**config.mk**
```make
export PLATFORM = sky130hd
export DESIGN_NAME = cnn_conv_3x3_64_sched_flat
export DESIGN_NICKNAME = d
export VERILOG_FILES = /design/src/rtl/cnn_conv_3x3_64_sched_if.sv /design/src/rtl/cnn_conv_3x3_64_sched.sv /design/src/flat_wrapper.sv
export SDC_FILE = /design/constraint.sdc
export NUM_CORES = 1
export LEC_CHECK = 0
export CAP_MARGIN = 20
export CORE_ASPECT_RATIO = 2
export CORE_MARGIN = 8
export CORE_UTILIZATION = 50
export DETAILED_ROUTE_END_ITERATION = 10
export HOLD_SLACK_MARGIN = 0.06
export PLACE_DENSITY = 0.79
export SYNTH_ARGS = -nofsm -noshare
export SYNTH_HDL_FRONTEND = slang
export SYNTH_SLANG_ARGS = --single-unit
```
**constraint.sdc**
```tcl
create_clock -name clk -period 4.8 [get_ports clk]
set_input_delay 0.96 -clock clk [delete_from_list [all_inputs] [get_ports clk]]
set_output_delay 0.96 -clock clk [all_outputs]
set_load 0.02 [all_outputs]
```
**src/rtl/cnn_conv_3x3_64_sched_if.sv**
```systemverilog
// Shared-stream and lane fan-out bundle for the 4-lane 3x3 convolution sequencer.
// The master side is the host/DMA plus the adder tree; the slave side is the sequencer.
interface cnn_conv_3x3_64_sched_if #(
  parameter int DATA_WIDTH = 32
);
  logic                  start;
  logic                  stride2_cfg;
  logic                  valid_in;
  logic [DATA_WIDTH-1:0] data_in;
  logic                  ready_in;
  logic                  stride2;
  logic                  valid_weight_in1;
  logic                  valid_weight_in2;
  logic                  valid_weight_in3;
  logic                  valid_weight_in4;
  logic [DATA_WIDTH-1:0] weight_in1;
  logic [DATA_WIDTH-1:0] weight_in2;
  logic [DATA_WIDTH-1:0] weight_in3;
  logic [DATA_WIDTH-1:0] weight_in4;
  logic                  valid_in1;
  logic                  valid_in2;
  logic                  valid_in3;
  logic                  valid_in4;
  logic [DATA_WIDTH-1:0] pxl_in1;
  logic [DATA_WIDTH-1:0] pxl_in2;
  logic [DATA_WIDTH-1:0] pxl_in3;
  logic [DATA_WIDTH-1:0] pxl_in4;
  logic                  result_valid;
  logic                  busy;
  logic                  done;
  logic                  error;

  modport master (
    output start, stride2_cfg, valid_in, data_in, result_valid,
    input  ready_in, stride2,
           valid_weight_in1, valid_weight_in2, valid_weight_in3, valid_weight_in4,
           weight_in1, weight_in2, weight_in3, weight_in4,
           valid_in1, valid_in2, valid_in3, valid_in4,
           pxl_in1, pxl_in2, pxl_in3, pxl_in4,
           busy, done, error
  );

  modport slave (
    input  start, stride2_cfg, valid_in, data_in, result_valid,
    output ready_in, stride2,
           valid_weight_in1, valid_weight_in2, valid_weight_in3, valid_weight_in4,
           weight_in1, weight_in2, weight_in3, weight_in4,
           valid_in1, valid_in2, valid_in3, valid_in4,
           pxl_in1, pxl_in2, pxl_in3, pxl_in4,
           busy, done, error
  );
endinterface

```
**src/rtl/cnn_conv_3x3_64_sched.sv**
```systemverilog
// Layer-pass sequencer for the 4-lane 3x3 convolution datapath.
// One shared word stream: all weights first (lane by lane), then pixels steered
// by channel index. Counts final adder-tree results and pulses done per pass.
// Optional drain watchdog: define CNN_CONV_3X3_64_SCHED_TIMEOUT_EN.
module cnn_conv_3x3_64_sched #(
  parameter int DATA_WIDTH      = 32,
  parameter int IMAGE_WIDTH     = 612,
  parameter int IMAGE_HEIGHT    = 612,
  parameter int CHANNEL_NUM_IN  = 64,
  parameter int CHANNEL_NUM_OUT = 64,
  parameter int KERNEL          = 3,
  parameter int TIMEOUT_CYCLES  = 4096
) (
  input logic                     clk,
  input logic                     reset,
  cnn_conv_3x3_64_sched_if.slave  bus
);

  localparam int LANE_CH = CHANNEL_NUM_IN / 4;
  localparam int WPL     = KERNEL * KERNEL * LANE_CH * CHANNEL_NUM_OUT;
  localparam int NPIX    = IMAGE_WIDTH * IMAGE_HEIGHT * CHANNEL_NUM_IN;
  localparam int NRES1   = CHANNEL_NUM_OUT * IMAGE_WIDTH * IMAGE_HEIGHT;
  localparam int NRES2   = CHANNEL_NUM_OUT * (IMAGE_WIDTH / 2) * (IMAGE_HEIGHT / 2);

  localparam int WC_W = (WPL > 1) ? $clog2(WPL) : 1;
  localparam int CH_W = $clog2(CHANNEL_NUM_IN);
  localparam int PC_W = $clog2(NPIX + 1);
  localparam int RC_W = $clog2(NRES1 + 1);

  localparam logic [WC_W-1:0] WC_LAST = WC_W'(WPL - 1);
  localparam logic [CH_W-1:0] CH_LAST = CH_W'(CHANNEL_NUM_IN - 1);
  localparam logic [CH_W-1:0] CH_L1   = CH_W'(LANE_CH);
  localparam logic [CH_W-1:0] CH_L2   = CH_W'(2 * LANE_CH);
  localparam logic [CH_W-1:0] CH_L3   = CH_W'(3 * LANE_CH);
  localparam logic [PC_W-1:0] PC_LAST = PC_W'(NPIX - 1);
  localparam logic [RC_W-1:0] NRES1_V = RC_W'(NRES1);
  localparam logic [RC_W-1:0] NRES2_V = RC_W'(NRES2);

  typedef enum logic [2:0] {IDLE, LOAD_W, STREAM, DRAIN, DONE} state_t;

  state_t          state;
  state_t          state_nxt;
  logic            ready;
  logic            accept;
  logic            start_acc;
  logic            res_cnt_en;
  logic            rc_hit;
  logic            w_last;
  logic            p_last;
  logic            wd_hit;
  logic            stride2_q;
  logic [1:0]      wl;
  logic [WC_W-1:0] wc;
  logic [CH_W-1:0] ch;
  logic [1:0]      lane;
  logic [PC_W-1:0] pc;
  logic [RC_W-1:0] rc;
  logic [RC_W-1:0] nres;

  logic [3:0]            vw_p1;
  logic [3:0]            vp_p1;
  logic [DATA_WIDTH-1:0] wd_p1 [4];
  logic [DATA_WIDTH-1:0] pd_p1 [4];

  assign accept     = bus.valid_in & ready;
  assign start_acc  = (state == IDLE) & bus.start;
  assign res_cnt_en = ((state == STREAM) | (state == DRAIN)) & bus.result_valid;
  assign nres       = stride2_q ? NRES2_V : NRES1_V;
  // Lookahead so the result that completes the count ends the pass on the same edge
  assign rc_hit     = (rc == nres) | (res_cnt_en & ((rc + RC_W'(1)) == nres));
  assign w_last     = accept & (wl == 2'd3) & (wc == WC_LAST);
  assign p_last     = accept & (pc == PC_LAST);
  assign lane       = (ch >= CH_L3) ? 2'd3 :
                      (ch >= CH_L2) ? 2'd2 :
                      (ch >= CH_L1) ? 2'd1 : 2'd0;

  // State register
  always_ff @(posedge clk) begin
    if (!reset) state <= IDLE;
    else        state <= state_nxt;
  end

  // Next-state logic
  always_comb begin
    state_nxt = state;
    case (state)
      IDLE:    if (start_acc) state_nxt = LOAD_W;
      LOAD_W:  if (w_last) state_nxt = STREAM;
      STREAM:  if (p_last) state_nxt = rc_hit ? DONE : DRAIN;
      DRAIN:   if (rc_hit || wd_hit) state_nxt = DONE;
      DONE:    state_nxt = IDLE;
      default: state_nxt = IDLE;
    endcase
  end

  // State-decoded outputs
  always_comb begin
    ready    = 1'b0;
    bus.busy = 1'b0;
    bus.done = 1'b0;
    case (state)
      IDLE:    ;
      LOAD_W:  begin ready = 1'b1; bus.busy = 1'b1; end
      STREAM:  begin ready = 1'b1; bus.busy = 1'b1; end
      DRAIN:   bus.busy = 1'b1;
      DONE:    begin bus.busy = 1'b1; bus.done = 1'b1; end
      default: ;
    endcase
  end

  assign bus.ready_in = ready;
  assign bus.stride2  = stride2_q;

  // Pass configuration and weight/channel/pixel/result counters
  always_ff @(posedge clk) begin
    if (!reset) begin
      stride2_q <= 1'b0;
      wl        <= '0;
      wc        <= '0;
      ch        <= '0;
      pc        <= '0;
      rc        <= '0;
    end else if (start_acc) begin
      stride2_q <= bus.stride2_cfg;
      wl        <= '0;
      wc        <= '0;
      ch        <= '0;
      pc        <= '0;
      rc        <= '0;
    end else begin
      if ((state == LOAD_W) && accept) begin
        if (wc == WC_LAST) begin
          wc <= '0;
          wl <= wl + 2'd1;
        end else begin
          wc <= wc + WC_W'(1);
        end
      end
      if ((state == STREAM) && accept) begin
        pc <= pc + PC_W'(1);
        ch <= (ch == CH_LAST) ? '0 : ch + CH_W'(1);
      end
      if (res_cnt_en && (rc != nres)) rc <= rc + RC_W'(1);
    end
  end

  // Stage p1: registered lane fan-out, one strobe per cycle, data holds when idle
  always_ff @(posedge clk) begin
    if (!reset) begin
      vw_p1 <= '0;
      vp_p1 <= '0;
      for (int i = 0; i < 4; i++) begin
        wd_p1[i] <= '0;
        pd_p1[i] <= '0;
      end
    end else begin
      vw_p1 <= '0;
      vp_p1 <= '0;
      if ((state == LOAD_W) && accept) begin
        vw_p1[wl] <= 1'b1;
        wd_p1[wl] <= bus.data_in;
      end
      if ((state == STREAM) && accept) begin
        vp_p1[lane] <= 1'b1;
        pd_p1[lane] <= bus.data_in;
      end
    end
  end

  assign bus.valid_weight_in1 = vw_p1[0];
  assign bus.valid_weight_in2 = vw_p1[1];
  assign bus.valid_weight_in3 = vw_p1[2];
  assign bus.valid_weight_in4 = vw_p1[3];
  assign bus.weight_in1       = wd_p1[0];
  assign bus.weight_in2       = wd_p1[1];
  assign bus.weight_in3       = wd_p1[2];
  assign bus.weight_in4       = wd_p1[3];
  assign bus.valid_in1        = vp_p1[0];
  assign bus.valid_in2        = vp_p1[1];
  assign bus.valid_in3        = vp_p1[2];
  assign bus.valid_in4        = vp_p1[3];
  assign bus.pxl_in1          = pd_p1[0];
  assign bus.pxl_in2          = pd_p1[1];
  assign bus.pxl_in3          = pd_p1[2];
  assign bus.pxl_in4          = pd_p1[3];

`ifdef CNN_CONV_3X3_64_SCHED_TIMEOUT_EN
  localparam int WD_W = $clog2(TIMEOUT_CYCLES + 1);
  localparam logic [WD_W-1:0] WD_LAST = WD_W'(TIMEOUT_CYCLES - 1);

  logic [WD_W-1:0] wdog;
  logic            err_q;

  assign wd_hit    = (state == DRAIN) & ~bus.result_valid & (wdog == WD_LAST);
  assign bus.error = err_q;

  // Drain watchdog: counts silent DRAIN cycles, sticky error until next start
  always_ff @(posedge clk) begin
    if (!reset) begin
      wdog  <= '0;
      err_q <= 1'b0;
    end else if (start_acc) begin
      wdog  <= '0;
      err_q <= 1'b0;
    end else if (state == DRAIN) begin
      if (bus.result_valid) wdog <= '0;
      else                  wdog <= wdog + WD_W'(1);
      if (wd_hit) err_q <= 1'b1;
    end
  end
`else
  localparam int UNUSED_TIMEOUT = TIMEOUT_CYCLES;
  assign wd_hit    = 1'b0;
  assign bus.error = 1'b0;
`endif

endmodule
```
**src/flat_wrapper.sv**
```systemverilog
// flat-port wrapper written by rule: the top's interface ports become plain ports
module cnn_conv_3x3_64_sched_flat 
#(
  parameter int DATA_WIDTH      = 32,
  parameter int IMAGE_WIDTH     = 612,
  parameter int IMAGE_HEIGHT    = 612,
  parameter int CHANNEL_NUM_IN  = 64,
  parameter int CHANNEL_NUM_OUT = 64,
  parameter int KERNEL          = 3,
  parameter int TIMEOUT_CYCLES  = 4096
)
  (clk, reset, bus_start, bus_stride2_cfg, bus_valid_in, bus_data_in, bus_result_valid, bus_ready_in, bus_stride2, bus_valid_weight_in1, bus_valid_weight_in2, bus_valid_weight_in3, bus_valid_weight_in4, bus_weight_in1, bus_weight_in2, bus_weight_in3, bus_weight_in4, bus_valid_in1, bus_valid_in2, bus_valid_in3, bus_valid_in4, bus_pxl_in1, bus_pxl_in2, bus_pxl_in3, bus_pxl_in4, bus_busy, bus_done, bus_error);
  cnn_conv_3x3_64_sched_if #(.DATA_WIDTH(DATA_WIDTH)) bus_i ();
  input logic clk;
  input logic reset;
  input wire logic [$bits(bus_i.start)-1:0] bus_start;
  input wire logic [$bits(bus_i.stride2_cfg)-1:0] bus_stride2_cfg;
  input wire logic [$bits(bus_i.valid_in)-1:0] bus_valid_in;
  input wire logic [$bits(bus_i.data_in)-1:0] bus_data_in;
  input wire logic [$bits(bus_i.result_valid)-1:0] bus_result_valid;
  output wire logic [$bits(bus_i.ready_in)-1:0] bus_ready_in;
  output wire logic [$bits(bus_i.stride2)-1:0] bus_stride2;
  output wire logic [$bits(bus_i.valid_weight_in1)-1:0] bus_valid_weight_in1;
  output wire logic [$bits(bus_i.valid_weight_in2)-1:0] bus_valid_weight_in2;
  output wire logic [$bits(bus_i.valid_weight_in3)-1:0] bus_valid_weight_in3;
  output wire logic [$bits(bus_i.valid_weight_in4)-1:0] bus_valid_weight_in4;
  output wire logic [$bits(bus_i.weight_in1)-1:0] bus_weight_in1;
  output wire logic [$bits(bus_i.weight_in2)-1:0] bus_weight_in2;
  output wire logic [$bits(bus_i.weight_in3)-1:0] bus_weight_in3;
  output wire logic [$bits(bus_i.weight_in4)-1:0] bus_weight_in4;
  output wire logic [$bits(bus_i.valid_in1)-1:0] bus_valid_in1;
  output wire logic [$bits(bus_i.valid_in2)-1:0] bus_valid_in2;
  output wire logic [$bits(bus_i.valid_in3)-1:0] bus_valid_in3;
  output wire logic [$bits(bus_i.valid_in4)-1:0] bus_valid_in4;
  output wire logic [$bits(bus_i.pxl_in1)-1:0] bus_pxl_in1;
  output wire logic [$bits(bus_i.pxl_in2)-1:0] bus_pxl_in2;
  output wire logic [$bits(bus_i.pxl_in3)-1:0] bus_pxl_in3;
  output wire logic [$bits(bus_i.pxl_in4)-1:0] bus_pxl_in4;
  output wire logic [$bits(bus_i.busy)-1:0] bus_busy;
  output wire logic [$bits(bus_i.done)-1:0] bus_done;
  output wire logic [$bits(bus_i.error)-1:0] bus_error;
  assign bus_i.start = bus_start;
  assign bus_i.stride2_cfg = bus_stride2_cfg;
  assign bus_i.valid_in = bus_valid_in;
  assign bus_i.data_in = bus_data_in;
  assign bus_i.result_valid = bus_result_valid;
  assign bus_ready_in = bus_i.ready_in;
  assign bus_stride2 = bus_i.stride2;
  assign bus_valid_weight_in1 = bus_i.valid_weight_in1;
  assign bus_valid_weight_in2 = bus_i.valid_weight_in2;
  assign bus_valid_weight_in3 = bus_i.valid_weight_in3;
  assign bus_valid_weight_in4 = bus_i.valid_weight_in4;
  assign bus_weight_in1 = bus_i.weight_in1;
  assign bus_weight_in2 = bus_i.weight_in2;
  assign bus_weight_in3 = bus_i.weight_in3;
  assign bus_weight_in4 = bus_i.weight_in4;
  assign bus_valid_in1 = bus_i.valid_in1;
  assign bus_valid_in2 = bus_i.valid_in2;
  assign bus_valid_in3 = bus_i.valid_in3;
  assign bus_valid_in4 = bus_i.valid_in4;
  assign bus_pxl_in1 = bus_i.pxl_in1;
  assign bus_pxl_in2 = bus_i.pxl_in2;
  assign bus_pxl_in3 = bus_i.pxl_in3;
  assign bus_pxl_in4 = bus_i.pxl_in4;
  assign bus_busy = bus_i.busy;
  assign bus_done = bus_i.done;
  assign bus_error = bus_i.error;
  cnn_conv_3x3_64_sched #(.DATA_WIDTH(DATA_WIDTH), .IMAGE_WIDTH(IMAGE_WIDTH), .IMAGE_HEIGHT(IMAGE_HEIGHT), .CHANNEL_NUM_IN(CHANNEL_NUM_IN), .CHANNEL_NUM_OUT(CHANNEL_NUM_OUT), .KERNEL(KERNEL), .TIMEOUT_CYCLES(TIMEOUT_CYCLES)) u_core (.clk(clk), .reset(reset), .bus(bus_i));
endmodule
```
==> qor.txt <==
cell area after synthesis - 13900 sq um
clk slew on worst S/H paths - 70 ps
Worst VDD drop - 0.281 mV
final hold viol count - 0
total number of vias - 9599
slew of the pin with the lowest slew margin - 1010 ps
HP Class - register to register
Layout Nets - 1433
Worst Path Buf+Inv - 0
DR WL/cell - 22.5 um
sw frac - 26.0%
final setup violation count - 0
Critical Path Sink Type - register
R2R Path Start - u_core.rc[1]$_SDFFE_PP0P_
# rows - 86
CORE AREA - 27400 sq um
Psw - 1790 uW
critical path arrival - 3600 ps
DR vias/cell - 5.46
Final ANT Viol Nets - 0
Max transition margin - 32.7%
Setup crit start kind - register
root buffer cell - clkbuf_16
CTS Hold Bufs - 0
vias in the first global route - 9647
filler cell count - 2038
status - finished, final reports clean
routability cong. - 0.960
first-pass GRT wire length - 58.1 mm
Slowest-stage cell, CP - dfxtp_1
layout cell share with drive strength beyond 1 - 5.69%
Seq cells post-synth - 340
Critical Path RT - 5230 ps
post-DP HPWL - 28.6 mm
CP cell instances - ha_1 -> and4_1 -> nand4_1 -> o31a_1 -> or2_2 -> nor4_2 -> or2_1 -> o211ai_1
CTS tree - yes
first-pass iteration count of the detailed router - 5
Clock Sinks - 340
Top delay family on crit path - simple AND/OR/NAND/NOR gates
CP Max Fanout - 11
Post CTS Setup Buffer Count - 0
minimum clock period - 3170 ps
total die area - 33700 sq um
max incr delay on CP - 550 ps
Ports - 307
Critical Path Start - u_core.rc[1]$_SDFFE_PP0P_
Starting Density - 50.7%
fraction of the cycle the final worst path needs - 66.0%
YS warnings - 0
initial antenna violation count - 0
Logic pwr share - 15.6%
largest net degree at the start of global routing - 52
Total GRT Usage - 22.7%
Max Clock Freq - 0.315 GHz
n_diodes - 0
Area Overhead vs Synth - 31.1%
clock skew - 12.0 ps
H-tree depth - 1
Primary FF master, synth - edfxtp_1
MaxCap Viol Count - 0
routing usage on met1 - 23.0%
worst skew pair latency - 550 ps
CTS-repair resized insts - 0
Die Y - 252 um
ys async rst share - 0%
synthesized area per cell - 12.6 sq um
Post-synth EDFFs - 256
input/output buffers - 305
Distinct cells, synth - 55
Yosys top cell by area - edfxtp_1
Num CTS Buffers - 29
fin. max-slew vios - 0
initial DRC count - 766
Post-Syn Nets - 1151
cell internal pwr - 5100 uW
part of the power in registers - 50.0%
post-synthesis sequential area ratio - 67.3%
hold_sp - u_core.wc[1]$_SDFFE_PP0P_
maximum clock insertion buffer count - 3
gr busiest metal - met2
power per cell area - 378 nW/um^2
P_leak - 0.00668 uW
Mapped Cells - 1103
top-area cell type share of the netlist area - 55.3%
clock power share - 34.5%
Power Total - 6890 uW
RSZ-0062 raised after global routing - false
Total Routed Length - 39.6 mm
met2 usage - 42.7%
met3 usage - 2.95%
critical path type - register to register
DRC viols - 0
Die Width - 134 um
Setup TNS - 0 ps
global route overflow - 0
Area contributors post-synth - edfxtp_1 (55%), dfxtp_1 (12%), and2_1 (8.9%)
-- cell usage after synthesis (13+ instances only) --
master and n:
edfxtp_1 256, dfxtp_1 84, nand3_1 35, xnor2_1 40, nand2_1 42, and2_1 198, buf_2 13, clkbuf_1 49
nor2_1 92, xor2_1 31, nand4_1 20, and3_1 77, nor3_1 28
-- metrics by stage --
step	area [sq um]	setup slack [ps]	cells	util [%]	hold WS (ps)
6_report	18200	1630	1757	66.5	492
5_1_grt	18200	1490	1757	66.5	512
4_1_cts	18200	1630	1757	66.5	495
3_5_place_dp	17300	1250	1706	63.1	486
3_3_place_gp	17300	1300	1706	63.1	466
2_1_floorplan	13900	795	1103	-	454
-- worst reg2reg max path, cell delays in order (launching register included) --
cell      delay, ps
dfxtp_1         550
ha_1            310
and4_1          330
nand4_1         420
o31a_1          450
or2_2           320
nor4_2          400
or2_1           180
o211ai_1         90
-- power by group through the flow --
stage                     sequential, uW  combinational [uW]  clock, uW
after global placement              3500                1060          0
final                               3450                1070       2380
after floorplan                     3680                 341          0
after global routing                3460                1130       2500
after detailed placement            3510                1080          0
after CTS                           3450                1080       2400
-- kinds of logic (layout without fill, tap and decap cells) --
group,count (synthesis),count (layout),synth area share (%)
xor+xnor,71,71,4.47
simple gates,550,550,22.3
other cells,1,1,0.0270
fa+ha+maj,10,10,0.899
compound gates,43,43,1.99
buf+inv,80,382,2.36
mux,8,8,0.594
flops,340,340,67.3
-- cells in the final DEF (no fill, tap or decap), types with 4 or more instances in the layout --
cell type	instances
a21oi_1	12
and2_1	198
and3_1	77
and4_1	7
buf_4	15
bufinv_16	4
clkbuf_1	8
clkbuf_16	29
clkdlybuf4s50_1	304
dfxtp_1	84
edfxtp_1	256
ha_1	10
inv_1	11
mux2i_1	6
nand2_1	41
nand2b_1	5
nand2b_2	5
nand3_1	35
nand4_1	20
nor2_1	91
nor3_1	25
nor4_1	11
o21a_1	4
o21ai_0	7
or3_1	6
xnor2_1	40
xor2_1	31
-- registers in the layout, indices dropped and copies added (netlist names) --
name and flops:
u_core.bus.stride2 1, u_core.ch 6, u_core.pc 25, u_core.pd_p1 128
u_core.rc 25, u_core.state 3, u_core.vp_p1 4, u_core.vw_p1 4
u_core.wc 14, u_core.wd_p1 128, u_core.wl 2
-- final cells by class --
type	count	area [sq um]	share of cell area (%)
tap	352	440	2.41
sequential	340	9370	51.4
multi-input combinational	683	4300	23.6
inverter	11	41.3	0.226
clock inverter	14	180	0.988
clock buffer	37	756	4.14
timing repair buffer	320	3160	17.3
-- per-layer routing --
| layer | up-vias | routed length (um) |
|---|---|---|
| met3 | 109 | 2310 |
| li1 | 4429 | - |
| met1 | 4657 | 13200 |
| met4 | 0 | 2310 |
| met5 | - | 0 |
| met2 | 404 | 21700 |
-- path summary, 6_finish.rpt --
kind                                  end  slack, ps  cells past startpoint
max reg2reg  u_core.state[0]$_SDFFE_PN0P_       1630                      8
min             u_core.wc[1]$_SDFFE_PP0P_        490                      2
min reg2reg     u_core.wc[1]$_SDFFE_PP0P_        490                      2
max          u_core.state[0]$_SDFFE_PN0P_       1630                      8
Power figures use the tool's default switching activity.
